### config.mk
export PLATFORM = sky130hd
export DESIGN_NAME = load_store_unit
export DESIGN_NICKNAME = d
export VERILOG_FILES = /design/src/rtl/load_store_unit.sv
export SDC_FILE = /design/constraint.sdc
export NUM_CORES = 1
export LEC_CHECK = 0
export ABC_AREA = 1
export CAP_MARGIN = 10
export CORE_MARGIN = 4
export CORE_UTILIZATION = 45
export CTS_BUF_LIST = sky130_fd_sc_hd__clkbuf_4 sky130_fd_sc_hd__clkbuf_8
export CTS_CLUSTER_SIZE = 30
export DETAILED_ROUTE_END_ITERATION = 8
export PLACE_DENSITY = 0.89
export SLEW_MARGIN = 20
export SYNTH_ARGS = -nofsm -noshare
export SYNTH_HDL_FRONTEND = slang
export SYNTH_SLANG_ARGS = --single-unit
### constraint.sdc
create_clock -name ck_ref -period 2.34 [get_ports ck_ref]
set_input_delay 0.468 -clock ck_ref [delete_from_list [all_inputs] [get_ports ck_ref]]
set_output_delay 0.468 -clock ck_ref [all_outputs]
set_load 0.05 [all_outputs]
### src/rtl/load_store_unit.sv
// Load/store unit: one outstanding RV32I memory op, word-addressed RAM bus with lane enables,
// load alignment/extension, alignment/range/funct3 fault checks and a bus timeout.
module load_store_unit #(
   parameter int ADDR_WIDTH     = 16,
   parameter int TIMEOUT_CYCLES = 15
) (
   input  logic                  ck_ref,
   input  logic                  rst_n,
   input  logic                  req_valid,
   output logic                  req_ready,
   input  logic                  req_load_storen,
   input  logic [2:0]            req_funct3,
   input  logic [31:0]           req_addr,
   input  logic [31:0]           req_wdata,
   input  logic [4:0]            req_rd,
   output logic                  mem_access_en,
   output logic                  mem_access_read_wrn,
   output logic [3:0]            mem_access_byte_en,
   output logic [ADDR_WIDTH-1:0] mem_access_address_bus,
   output logic [31:0]           mem_access_data_out_bus,
   input  logic [31:0]           mem_access_data_in_bus,
   input  logic                  mem_access_ready,
   output logic                  wb_valid,
   output logic [4:0]            wb_rd,
   output logic [31:0]           wb_data,
   output logic                  fault_valid,
   output logic [1:0]            fault_cause
);

   typedef enum logic {ST_IDLE, ST_ACCESS} state_t;

   localparam int TW = (TIMEOUT_CYCLES > 1) ? $clog2(TIMEOUT_CYCLES) : 1;
   localparam logic [TW-1:0] TMO_LAST = TW'((TIMEOUT_CYCLES > 0) ? TIMEOUT_CYCLES - 1 : 0);

   state_t          state_reg;
   logic [TW-1:0]   tmo_cnt_reg;
   logic            load_reg;
   logic [2:0]      funct3_reg;
   logic [1:0]      addr_lo_reg;
   logic [4:0]      rd_reg;

   logic            funct3_legal;
   logic            misaligned;
   logic            out_of_range;
   logic [3:0]      byte_en_next;
   logic [31:0]     wdata_next;
   logic [7:0]      load_byte;
   logic [15:0]     load_half;
   logic [31:0]     load_data;

   // Request screening and lane formatting, evaluated on the incoming op.
   always_comb begin
      if (req_load_storen)
         funct3_legal = (req_funct3 == 3'b000) || (req_funct3 == 3'b001) || (req_funct3 == 3'b010) ||
                        (req_funct3 == 3'b100) || (req_funct3 == 3'b101);
      else
         funct3_legal = (req_funct3 == 3'b000) || (req_funct3 == 3'b001) || (req_funct3 == 3'b010);
      misaligned = ((req_funct3[1:0] == 2'b01) && req_addr[0]) ||
                   ((req_funct3[1:0] == 2'b10) && (req_addr[1:0] != 2'b00));
      out_of_range = 1'b0;
      for (int i = 0; i < 32; i++) begin
         if (i >= ADDR_WIDTH) out_of_range = out_of_range | req_addr[i];
      end
      case (req_funct3[1:0])
         2'b00:   byte_en_next = 4'b0001 << req_addr[1:0];
         2'b01:   byte_en_next = 4'b0011 << req_addr[1:0];
         default: byte_en_next = 4'b1111;
      endcase
      case (req_funct3[1:0])
         2'b00:   wdata_next = {4{req_wdata[7:0]}};
         2'b01:   wdata_next = {2{req_wdata[15:0]}};
         default: wdata_next = req_wdata;
      endcase
   end

   // Load result extraction uses the latched op, since the request bus may already carry the next op.
   always_comb begin
      load_byte = 8'(mem_access_data_in_bus >> {addr_lo_reg, 3'b000});
      load_half = addr_lo_reg[1] ? mem_access_data_in_bus[31:16] : mem_access_data_in_bus[15:0];
      case (funct3_reg)
         3'b000:  load_data = {{24{load_byte[7]}}, load_byte};
         3'b100:  load_data = {24'd0, load_byte};
         3'b001:  load_data = {{16{load_half[15]}}, load_half};
         3'b101:  load_data = {16'd0, load_half};
         default: load_data = mem_access_data_in_bus;
      endcase
   end

   always_ff @(posedge ck_ref or negedge rst_n) begin
      if (!rst_n) begin
         state_reg               <= ST_IDLE;
         tmo_cnt_reg             <= '0;
         load_reg                <= 1'b0;
         funct3_reg              <= 3'd0;
         addr_lo_reg             <= 2'd0;
         rd_reg                  <= 5'd0;
         req_ready               <= 1'b0;
         mem_access_en           <= 1'b0;
         mem_access_read_wrn     <= 1'b0;
         mem_access_byte_en      <= 4'd0;
         mem_access_address_bus  <= '0;
         mem_access_data_out_bus <= 32'd0;
         wb_valid                <= 1'b0;
         wb_rd                   <= 5'd0;
         wb_data                 <= 32'd0;
         fault_valid             <= 1'b0;
         fault_cause             <= 2'd0;
      end else begin
         wb_valid    <= 1'b0;
         fault_valid <= 1'b0;
         case (state_reg)
            ST_IDLE: begin
               req_ready <= 1'b1;
               if (req_valid && req_ready) begin
                  if (!funct3_legal) begin
                     fault_valid <= 1'b1;
                     fault_cause <= 2'b00;
                  end else if (misaligned) begin
                     fault_valid <= 1'b1;
                     fault_cause <= 2'b01;
                  end else if (out_of_range) begin
                     fault_valid <= 1'b1;
                     fault_cause <= 2'b10;
                  end else begin
                     state_reg               <= ST_ACCESS;
                     req_ready               <= 1'b0;
                     tmo_cnt_reg             <= '0;
                     load_reg                <= req_load_storen;
                     funct3_reg              <= req_funct3;
                     addr_lo_reg             <= req_addr[1:0];
                     rd_reg                  <= req_rd;
                     mem_access_en           <= 1'b1;
                     mem_access_read_wrn     <= req_load_storen;
                     mem_access_byte_en      <= byte_en_next;
                     mem_access_address_bus  <= {req_addr[ADDR_WIDTH-1:2], 2'b00};
                     mem_access_data_out_bus <= wdata_next;
                  end
               end
            end
            ST_ACCESS: begin
               // READY on the last allowed cycle still completes the access.
               if (mem_access_ready) begin
                  state_reg     <= ST_IDLE;
                  req_ready     <= 1'b1;
                  mem_access_en <= 1'b0;
                  if (load_reg && (rd_reg != 5'd0)) begin
                     wb_valid <= 1'b1;
                     wb_rd    <= rd_reg;
                     wb_data  <= load_data;
                  end
               end else if ((TIMEOUT_CYCLES != 0) && (tmo_cnt_reg == TMO_LAST)) begin
                  state_reg     <= ST_IDLE;
                  req_ready     <= 1'b1;
                  mem_access_en <= 1'b0;
                  fault_valid   <= 1'b1;
                  fault_cause   <= 2'b11;
               end else begin
                  tmo_cnt_reg <= tmo_cnt_reg + 1'b1;
               end
            end
            default: state_reg <= ST_IDLE;
         endcase
      end
   end

endmodule

==> Word-level counts from Yosys, hierarchy flattened <==
Index checks and enable logic that the tools add are counted.
{ "word_totals": {"latch_bits": 0, "n_memories": 0, "inputBits": 109, "output_inout_bits": 96, "word_cells": 123, "ram_bits": 0, "reg_bits": 109, "rom_bits": 0} }
{ "classes": {"n_mux": 47, "n_lt_le_gt_ge": 0, "n_shift": 3, "multipliers": 0, "addsub": 1, "n_reduce_logical": 19, "eq_ne": 19, "bitwise": 18, "n_div": 0} }
{ "ops": {"columns": ["cell", "n"], "rows": [
  ["32-bit one-hot mux with 4 select lines", 1],
  ["32-bit one-hot mux with 2 select lines", 1],
  ["32-bit by 5-bit right shift with 8-bit output", 1],
  ["1-bit two-way mux", 25],
  ["4-bit two-way mux", 6],
  ["16-bit two-way mux", 1],
  ["4-bit one-hot mux with 2 select lines", 2],
  ["1-bit OR", 15],
  ["3-bit == test (second input constant)", 4],
  ["2-bit two-way mux", 6],
  ["2-bit inequality test (second input constant)", 6],
  ["5-bit AND reduction", 2],
  ["1-bit one-hot mux with 2 select lines", 4],
  ["3-bit by 1-bit == test with 1-bit output (second input constant)", 2],
  ["3-bit zero test", 2],
  ["6-bit AND reduction", 1],
  ["1-bit logical OR", 5],
  ["5-bit nonzero test", 1],
  ["4-bit by 1-bit adder with 4-bit output (second input constant)", 1],
  ["4-bit == test (second input constant)", 1],
  ["1-bit logical AND", 4],
  ["4-bit inequality test (second input constant)", 1],
  ["2-bit one-hot mux with 2 select lines", 1],
  ["4-bit AND reduction", 1],
  ["11 further kinds", 13]
]} }

==> Depth between registers and ports, before layout <==
Gate-level depths: netlist (run 1).
{ "depth": {"ltp_word": 20, "ltp_mapped": 11, "mapped_depth_nobuf": 9} }

==> Least setup slack after synthesis (run 1) <==
OpenSTA, ideal clock, no wires.
{ "synth_path": {"path_kind": "register to register", "from": "reg req_ready", "to": "reg mem_access_byte_en[1]", "t_arrival_ns": 1.634, "t_required_ns": 2.227, "path_slack_ns": 0.593, "setup_ns": 0.113, "path_stages_with_launch": 7, "synth_period_minus_slack_ns": 1.747, "n_path_buf": 1, "path_cell_list": "dfrtp_1 -> nand2_1 -> nor2_1 -> clkbuf_1 -> nand4_1 -> nand2_1 -> inv_1"} }
{ "synth_via": {"elab_chain_cells": 2} }
{ "synth_lines": {"columns": ["item", "line", "source"], "rows": [
  ["from (decl)", "10", "output logic req_ready,"],
  ["from (signal assigned)", "97", "req_ready <= 1'b0;"],
  ["from (signal assigned)", "113", "req_ready <= 1'b1;"],
  ["from (signal assigned)", "126", "req_ready <= 1'b0;"],
  ["1-bit logical AND", "114", "if (req_valid && req_ready) begin"],
  ["5-bit AND reduction (no line)", null, null],
  ["to (signal assigned)", "134", "mem_access_byte_en <= byte_en_next;"],
  ["to (decl)", "18", "output logic [3:0] mem_access_byte_en,"]
]} }
Every way passes these cells.
A chain may end at the register's enable or synchronous reset.

==> Worst setup path in the final report (run 1) <==
{ "layout_path": {"from": "reg req_ready", "to": "out req_ready"} }
No word-level cell between the ends.

==> report_table.html, run 1 <==
<table>
<tr><th>Metric</th><th>Value</th></tr>
<tr><th colspan="2">Layout</th></tr>
<tr><td>Net total in the final layout</td><td>1080</td></tr>
<tr><td>Sequential cell area</td><td>2730 sq um</td></tr>
<tr><td>Share of cells above drive strength 1</td><td>7.39%</td></tr>
<tr><td>Diode count</td><td>0</td></tr>
<tr><td>Top flop regs</td><td>mem_access_data_out_bus x32, wb_data x32, mem_access_address_bus x14</td></tr>
<tr><td>Filler Cells Inserted</td><td>1038</td></tr>
<tr><td>Signed area change from the synthesized netlist to the final layout</td><td>41.9%</td></tr>
<tr><td>Area occupied by multi-input gates</td><td>2340 sq um</td></tr>
<tr><th colspan="2">Die</th></tr>
<tr><td>Starting density of the core</td><td>46.6%</td></tr>
<tr><td>Number of top-level design ports</td><td>205</td></tr>
<tr><td>Floorplan row count</td><td>40</td></tr>
<tr><td>Die width</td><td>121 microns</td></tr>
<tr><td>Vertical extent of the die</td><td>121 microns</td></tr>
<tr><td>Die area</td><td>14500 sq um</td></tr>
<tr><td>Placeable core region</td><td>12200 sq um</td></tr>
<tr><th colspan="2">Route</th></tr>
<tr><td>Final wirelength</td><td>16600 microns</td></tr>
<tr><td>Per-cell via count in the routed design</td><td>5.06</td></tr>
<tr><td>Initial detailed-routing violation count</td><td>468</td></tr>
<tr><td>Via count</td><td>5774</td></tr>
<tr><td>Number of nets still failing antenna checks after routing</td><td>0</td></tr>
<tr><td>Avg WL per Cell</td><td>14.5 microns</td></tr>
<tr><td>Remaining design rule violation count</td><td>0</td></tr>
<tr><td>Pre-Repair DR Iteration Count</td><td>5</td></tr>
<tr><th colspan="2">Yosys</th></tr>
<tr><td>Cell area after synthesis</td><td>5700 sq um</td></tr>
<tr><td>#FFs+latches synth</td><td>109</td></tr>
<tr><td>Number of instances in the synthesized netlist</td><td>767</td></tr>
<tr><td>Predominant post-synthesis flop cell</td><td>sky130_fd_sc_hd__dfrtp_1</td></tr>
<tr><td>Number of enable-type register cells in the synthesized netlist</td><td>0</td></tr>
<tr><td>Sequential-to-total area share from yosys stat</td><td>47.9%</td></tr>
<tr><td>Count of warnings emitted by yosys</td><td>0</td></tr>
<tr><td>Avg Synthesized Cell Area</td><td>7.43 sq um</td></tr>
<tr><td>Number of distinct library cells after synthesis</td><td>31</td></tr>
<tr><td>Ys async rst share</td><td>100%</td></tr>
<tr><th colspan="2">Worst setup path</th></tr>
<tr><td>Start-to-end type of the worst setup path</td><td>register to output port</td></tr>
<tr><td>Peak fanout along the critical path</td><td>3</td></tr>
<tr><td>Slowest stage cell, crit path</td><td>sky130_fd_sc_hd__clkdlybuf4s50_1</td></tr>
<tr><td>Max stage delay on crit path</td><td>840 ps</td></tr>
<tr><td>Largest delay share family, worst path</td><td>buffers and inverters</td></tr>
<tr><td>Worst Path Required</td><td>1870 ps</td></tr>
<tr><td>Buffers plus inverters on the worst setup path</td><td>1</td></tr>
<tr><td>R2R setup slack</td><td>550 ps</td></tr>
<tr><td>Worst-path cell chain</td><td>clkdlybuf4s50_1</td></tr>
<tr><td>Crit path capture type</td><td>output port</td></tr>
<tr><td>CP Data Arrival Time</td><td>1600 ps</td></tr>
<tr><td>Critical path launch point type</td><td>register</td></tr>
<tr><th colspan="2">Placed design</th></tr>
<tr><td>Final weighted congestion in routability-driven placement</td><td>0.925</td></tr>
<tr><td>Count of buffers from port buffering</td><td>202</td></tr>
<tr><td>Detailed-placement wirelength estimate</td><td>12900 microns</td></tr>
<tr><th colspan="2">Worst hold path</th></tr>
<tr><td>HP Class</td><td>input port to async pin</td></tr>
<tr><th colspan="2">Timing</th></tr>
<tr><td>Actual slew at the worst max-slew pin</td><td>576 ps</td></tr>
<tr><td>Final setup fails</td><td>0</td></tr>
<tr><td>Max_slew headroom</td><td>61.6%</td></tr>
<tr><td>Setup TNS</td><td>0 ps</td></tr>
<tr><td>Clock skew</td><td>11.9 ps</td></tr>
<tr><td>Min Tclk post-route</td><td>2070 ps</td></tr>
<tr><td>RSZ-0062 raised after global routing</td><td>false</td></tr>
<tr><td>Number of pins with negative max-slew slack in the final report</td><td>0</td></tr>
<tr><td>Max Freq</td><td>483 MHz</td></tr>
<tr><td>Worst hold slack</td><td>87.5 ps</td></tr>
<tr><td>Hold Fails Final Rpt</td><td>0</td></tr>
<tr><td>Period utilization</td><td>88.4%</td></tr>
<tr><th colspan="2">CTS</th></tr>
<tr><td>Clock input transition at the sequential cells of the worst setup and hold paths</td><td>100 ps</td></tr>
<tr><td>Latest clock arrival within the worst-skew pair</td><td>370 ps</td></tr>
<tr><td>Cell at the root of the clock tree</td><td>sky130_fd_sc_hd__clkbuf_8</td></tr>
<tr><td>Max Buffers Root-to-Sink</td><td>2</td></tr>
<tr><td>Resized cells post-CTS</td><td>0</td></tr>
<tr><td>Clock tree from TritonCTS</td><td>built</td></tr>
<tr><td>Post-CTS setup-driven buffer insertion count</td><td>0</td></tr>
<tr><td>Num Clock Sinks</td><td>109</td></tr>
<tr><td>Htree depth</td><td>3</td></tr>
<tr><td>Number of buffers inserted during clock tree synthesis</td><td>9</td></tr>
<tr><td>Number of buffers inserted for hold repair after clock tree synthesis</td><td>0</td></tr>
<tr><th colspan="2">Global route</th></tr>
<tr><td>Wire length of the first global-routing pass</td><td>26800 microns</td></tr>
<tr><td>Remaining global-route overflow</td><td>0</td></tr>
<tr><td>Overall Global Routing Usage</td><td>22.7%</td></tr>
<tr><td>Maximum number of pins on one net before global-route repair</td><td>44</td></tr>
<tr><td>Via count of the first global-routing pass</td><td>5620</td></tr>
<tr><td>Antenna violations before repair</td><td>0</td></tr>
<tr><th colspan="2">Run status</th></tr>
<tr><td>Status</td><td>completed</td></tr>
<tr><th colspan="2">Power and ir drop</th></tr>
<tr><td>Power density normalized to cell area</td><td>418 nW/um^2</td></tr>
<tr><td>Worst VDD drop</td><td>0.000229 V</td></tr>
<tr><td>Reported leakage power</td><td>4.15 nW</td></tr>
<tr><th colspan="2">Flow run</th></tr>
<tr><td>Maximum capacitance violations</td><td>0</td></tr>
</table>
[layer usage]
layer	global-route usage, %	up-vias	part of all wire (%)	wire length [microns]
met4	9.84	0	3.5	583
met5	0	-	0	0
met2	37.6	280	47	7850
li1	-	2792	-	-
met3	5.24	50	8.6	1430
met1	28.6	2652	41	6740
[cells in the final DEF, fill, tap and decap left out, drive strengths merged, types with 2 or more instances in the layout]
cell,synthesis,routed
nand2,265,265
clkdlybuf4s50,0,201
dfrtp,109,109
inv,100,100
nor2,55,55
a21oi,54,54
o21ai,54,54
nand3,37,37
buf,25,27
or2,19,19
nand4,17,17
clkbuf,13,11
a21boi,3,3
o211ai,3,3
clkinv,0,3
a31oi,2,2
nor3,2,2
xnor2,2,2
ha,2,2
conb,1,2
clkinvlp,0,2
[synth_stat cells (11+ instances only)]
| cell | n | share of area (%) |
|---|---|---|
| sky130_fd_sc_hd__nand2_1 | 262 | 17 |
| sky130_fd_sc_hd__a21oi_1 | 54 | 4.7 |
| sky130_fd_sc_hd__clkbuf_1 | 13 | 0.86 |
| sky130_fd_sc_hd__o21ai_1 | 25 | 2.2 |
| sky130_fd_sc_hd__dfrtp_1 | 109 | 48 |
| sky130_fd_sc_hd__o21ai_0 | 28 | 2.5 |
| sky130_fd_sc_hd__nand3_1 | 36 | 3.2 |
| sky130_fd_sc_hd__or2_2 | 19 | 2.1 |
| sky130_fd_sc_hd__buf_2 | 11 | 0.97 |
| sky130_fd_sc_hd__nor2_1 | 52 | 3.4 |
| sky130_fd_sc_hd__nand4_1 | 17 | 1.9 |
| sky130_fd_sc_hd__inv_1 | 98 | 6.5 |
| sky130_fd_sc_hd__buf_6 | 12 | 2.4 |
[per-stage QoR]
stage	area (sq um)	total power [mW]	worst slack, ps	instances	utilization (%)
4_1_cts	8080	3.42	251	1142	66.2
2_1_floorplan	5700	2.07	593	768	-
5_1_grt	8080	3.52	204	1142	66.2
3_3_place_gp	7910	2.36	118	1126	64.8
6_report	8080	3.38	270	1142	66.2
3_5_place_dp	7910	2.36	55.0	1126	64.8
[cell families after synthesis]
logic type	Yosys count	share of synthesized area [%]
buffers and inverters	138	11.1
adders and majority gates	2	0.439
AOI/OAI and AO/OA	118	10.8
muxes	1	0.176
xor gates and xnor gates	2	0.308
DFF	109	47.9
and+or+nand+nor	396	29.2
other	1	0.0658
[where the power goes]
| part | total (mW) | switching [mW] | internal, mW |
|---|---|---|---|
| clock network | 1.06 | 0.642 | 0.414 |
| registers | 1.89 | 0.00223 | 1.89 |
| logic | 0.439 | 0.216 | 0.222 |
| total | 3.38 | 0.861 | 2.52 |
[worst paths after layout]
path / endpoint / cells past startpoint / startpoint
min in group ck_ref: wb_data[15]$_DFFE_PN0P_ / 2 / wb_data[15]$_DFFE_PN0P_
max in group asynchronous: wb_data[28]$_DFFE_PN0P_ / 2 / rst_n
worst max register to register: wb_data[27]$_DFFE_PN0P_ / 7 / addr_lo_reg[1]$_DFFE_PN0P_
worst min-delay path: mem_access_data_out_bus[5]$_DFFE_PN0P_ / 1 / rst_n
worst max-delay path: req_ready / 1 / req_ready$_DFFE_PN0P_
worst min register to register: wb_data[15]$_DFFE_PN0P_ / 2 / wb_data[15]$_DFFE_PN0P_
[area by class of cell]
class	instances	share of cell area, %
multi-input combinational	521	29.0
clock inverter	5	0.464
timing repair buffer	228	27.9
tap	168	2.60
sequential	109	33.7
inverter	100	4.64
clock buffer	11	1.72
(Power assumes the default switching activity.)
==> run 2: changes to the inputs <==
--- a/config.mk
+++ b/config.mk
@@ -12,7 +12,7 @@
 export CTS_BUF_LIST = sky130_fd_sc_hd__clkbuf_4 sky130_fd_sc_hd__clkbuf_8
 export CTS_CLUSTER_SIZE = 30
 export DETAILED_ROUTE_END_ITERATION = 8
-export PLACE_DENSITY = 0.89
+export PLACE_DENSITY = 0.8
 export SLEW_MARGIN = 20
 export SYNTH_ARGS = -nofsm -noshare
 export SYNTH_HDL_FRONTEND = slang
==> report_table.html, run 2 (synthesized netlist as in run 1, its figures left out) <==
<table>
<tr><th>Metric</th><th>Value</th></tr>
<tr><th colspan="2">Worst setup path</th></tr>
<tr><td>Start-to-end type of the worst setup path</td><td>register to output port</td></tr>
<tr><td>Largest delay share family, worst path</td><td>buffers and inverters</td></tr>
<tr><td>Worst-path cell chain</td><td>clkdlybuf4s50_1</td></tr>
<tr><td>Worst r2r path cells</td><td>7</td></tr>
<tr><td>Crit path capture type</td><td>output port</td></tr>
<tr><td>Peak fanout along the critical path</td><td>2</td></tr>
<tr><td>RR Endpoint</td><td>wb_data[27]$_DFFE_PN0P_</td></tr>
<tr><td>Worst r2r src</td><td>addr_lo_reg[1]$_DFFE_PN0P_</td></tr>
<tr><td>Slowest stage cell, crit path</td><td>sky130_fd_sc_hd__clkdlybuf4s50_1</td></tr>
<tr><td>Max stage delay on crit path</td><td>860 ps</td></tr>
<tr><td>CP Data Arrival Time</td><td>1610 ps</td></tr>
<tr><td>Worst Path Required</td><td>1870 ps</td></tr>
<tr><td>Buffers plus inverters on the worst setup path</td><td>1</td></tr>
<tr><td>R2R setup slack</td><td>480 ps</td></tr>
<tr><td>Critical path launch point type</td><td>register</td></tr>
<tr><th colspan="2">Die</th></tr>
<tr><td>Die area</td><td>14500 sq um</td></tr>
<tr><td>Die width</td><td>121 microns</td></tr>
<tr><td>Placeable core region</td><td>12200 sq um</td></tr>
<tr><td>Number of top-level design ports</td><td>205</td></tr>
<tr><td>Floorplan row count</td><td>40</td></tr>
<tr><td>Vertical extent of the die</td><td>121 microns</td></tr>
<tr><td>Starting density of the core</td><td>46.6%</td></tr>
<tr><th colspan="2">Layout</th></tr>
<tr><td>Signed area change from the synthesized netlist to the final layout</td><td>41.6%</td></tr>
<tr><td>Top flop regs</td><td>mem_access_data_out_bus x32, wb_data x32, mem_access_address_bus x14</td></tr>
<tr><td>Net total in the final layout</td><td>1073</td></tr>
<tr><td>Final std cell area, no fill</td><td>8070 sq um</td></tr>
<tr><td>Share of cells above drive strength 1</td><td>6.72%</td></tr>
<tr><td>Filler Cells Inserted</td><td>1056</td></tr>
<tr><td>Top library cells by usage in the layout, fill and taps aside</td><td>262 x sky130_fd_sc_hd__nand2_1, 201 x sky130_fd_sc_hd__clkdlybuf4s50_1, 109 x sky130_fd_sc_hd__dfrtp_1</td></tr>
<tr><td>Diode count</td><td>0</td></tr>
<tr><td>Most common cell after layout, fill and taps aside</td><td>sky130_fd_sc_hd__nand2_1</td></tr>
<tr><th colspan="2">Route</th></tr>
<tr><td>Met2 routed WL</td><td>7710 microns</td></tr>
<tr><td>Avg WL per Cell</td><td>14.5 microns</td></tr>
<tr><td>Initial detailed-routing violation count</td><td>490</td></tr>
<tr><td>Met1 wire length</td><td>6980 microns</td></tr>
<tr><td>Per-cell via count in the routed design</td><td>4.97</td></tr>
<tr><td>Routed met3 length</td><td>1510 microns</td></tr>
<tr><td>Via count</td><td>5636</td></tr>
<tr><td>Final wirelength</td><td>16500 microns</td></tr>
<tr><td>Top sig layer</td><td>met4</td></tr>
<tr><td>Remaining design rule violation count</td><td>0</td></tr>
<tr><td>Pre-Repair DR Iteration Count</td><td>5</td></tr>
<tr><td>Number of nets still failing antenna checks after routing</td><td>0</td></tr>
<tr><th colspan="2">Placed design</th></tr>
<tr><td>Count of buffers from port buffering</td><td>202</td></tr>
<tr><td>Detailed-placement wirelength estimate</td><td>12200 microns</td></tr>
<tr><td>Final weighted congestion in routability-driven placement</td><td>0.914</td></tr>
<tr><td>Placed Instance Area</td><td>7860 sq um</td></tr>
<tr><th colspan="2">Global route</th></tr>
<tr><td>Via count of the first global-routing pass</td><td>5275</td></tr>
<tr><td>Overall Global Routing Usage</td><td>22.7%</td></tr>
<tr><td>Remaining global-route overflow</td><td>0</td></tr>
<tr><td>Antenna violations before repair</td><td>0</td></tr>
<tr><td>Wire length of the first global-routing pass</td><td>26400 microns</td></tr>
<tr><td>Maximum number of pins on one net before global-route repair</td><td>110</td></tr>
<tr><th colspan="2">Timing</th></tr>
<tr><td>Period utilization</td><td>88.9%</td></tr>
<tr><td>Number of pins with negative max-slew slack in the final report</td><td>0</td></tr>
<tr><td>Max_slew headroom</td><td>60.0%</td></tr>
<tr><td>RSZ-0062 raised after global routing</td><td>false</td></tr>
<tr><td>Final setup fails</td><td>0</td></tr>
<tr><td>Setup TNS</td><td>0 ps</td></tr>
<tr><td>Actual slew at the worst max-slew pin</td><td>600 ps</td></tr>
<tr><td>Clock skew</td><td>14.2 ps</td></tr>
<tr><td>Max Freq</td><td>480 MHz</td></tr>
<tr><td>Min Tclk post-route</td><td>2080 ps</td></tr>
<tr><td>Hold Fails Final Rpt</td><td>0</td></tr>
<tr><th colspan="2">Flow run</th></tr>
<tr><td>Maximum capacitance violations</td><td>0</td></tr>
<tr><th colspan="2">Power and ir drop</th></tr>
<tr><td>Share of total power in sequential cells</td><td>53.2%</td></tr>
<tr><td>Switching share of power</td><td>26.1%</td></tr>
<tr><td>Reported leakage power</td><td>4.15 nW</td></tr>
<tr><td>Internal power</td><td>2.63 mW</td></tr>
<tr><td>Comb power frac</td><td>12.0%</td></tr>
<tr><td>Net switching power</td><td>0.926 mW</td></tr>
<tr><td>Power density normalized to cell area</td><td>440 nW/um^2</td></tr>
<tr><td>Total power</td><td>3.55 mW</td></tr>
<tr><td>Worst VDD drop</td><td>0.000307 V</td></tr>
<tr><td>Clock Power Share</td><td>34.8%</td></tr>
<tr><th colspan="2">CTS</th></tr>
<tr><td>Number of buffers inserted for hold repair after clock tree synthesis</td><td>0</td></tr>
<tr><td>Max Buffers Root-to-Sink</td><td>2</td></tr>
<tr><td>Htree depth</td><td>3</td></tr>
<tr><td>Resized cells post-CTS</td><td>0</td></tr>
<tr><td>Post-CTS setup-driven buffer insertion count</td><td>0</td></tr>
<tr><td>Latest clock arrival within the worst-skew pair</td><td>380 ps</td></tr>
<tr><td>Number of buffers inserted during clock tree synthesis</td><td>9</td></tr>
<tr><td>Clock input transition at the sequential cells of the worst setup and hold paths</td><td>110 ps</td></tr>
<tr><td>Num Clock Sinks</td><td>109</td></tr>
<tr><td>Cell at the root of the clock tree</td><td>sky130_fd_sc_hd__clkbuf_8</td></tr>
<tr><td>Clock tree from TritonCTS</td><td>built</td></tr>
<tr><th colspan="2">Worst hold path</th></tr>
<tr><td>HP Class</td><td>input port to async pin</td></tr>
<tr><th colspan="2">Run status</th></tr>
<tr><td>Status</td><td>completed</td></tr>
</table>
==> run 2: per-stage QoR <==
stage	std cells	hold slack [ps]	util [%]	worst slack, ps
finish	1135	112	66.1	259
global route	1135	184	66.1	213
CTS	1135	171	66.1	242
detailed placement	1119	457	64.3	36.9
global placement	1119	462	64.3	106
floorplan	768	172	-	593
==> run 2: worst max-delay path by stage <==
stage,slack [ps],cells past startpoint,from,to
2_1_floorplan,590,6,req_ready$_DFFE_PN0P_,mem_access_byte_en[1]$_DFFE_PN0P_
3_3_place_gp,110,8,req_funct3[1],mem_access_data_out_bus[13]$_DFFE_PN0P_
3_5_place_dp,40,7,req_funct3[1],mem_access_data_out_bus[11]$_DFFE_PN0P_
4_1_cts,240,1,mem_access_data_out_bus[2]$_DFFE_PN0P_,mem_access_data_out_bus[2]
5_1_grt,210,1,mem_access_data_out_bus[2]$_DFFE_PN0P_,mem_access_data_out_bus[2]
6_report,260,1,mem_access_data_out_bus[2]$_DFFE_PN0P_,mem_access_data_out_bus[2]
==> run 2: power by group through the flow <==
stage / Clock [mW] / Sequential, mW / Combinational [mW]
global route: 1.33 / 1.89 / 0.465
CTS: 1.26 / 1.89 / 0.428
floorplan: 0 / 1.94 / 0.130
global placement: 0 / 1.93 / 0.423
finish: 1.23 / 1.89 / 0.427
detailed placement: 0 / 1.93 / 0.426
==> run 2: final cells by class <==
cell class | instances | area [sq um] | area share [%]
Inverter | 100 | 375 | 4.65
Tap cell | 168 | 210 | 2.61
Sequential cell | 109 | 2730 | 33.8
Timing Repair Buffer | 221 | 2200 | 27.3
Clock buffer | 9 | 124 | 1.54
Clock inverter | 7 | 87.6 | 1.09
Multi-Input combinational cell | 521 | 2340 | 29.0
==> run 2: metal layers <==
| layer | up-vias | track usage, % |
|---|---|---|
| met3 | 24 | 6.78 |
| met4 | 0 | 6.37 |
| met2 | 232 | 36.0 |
| li1 | 2773 | - |
| met5 | - | 0 |
| met1 | 2607 | 30.2 |
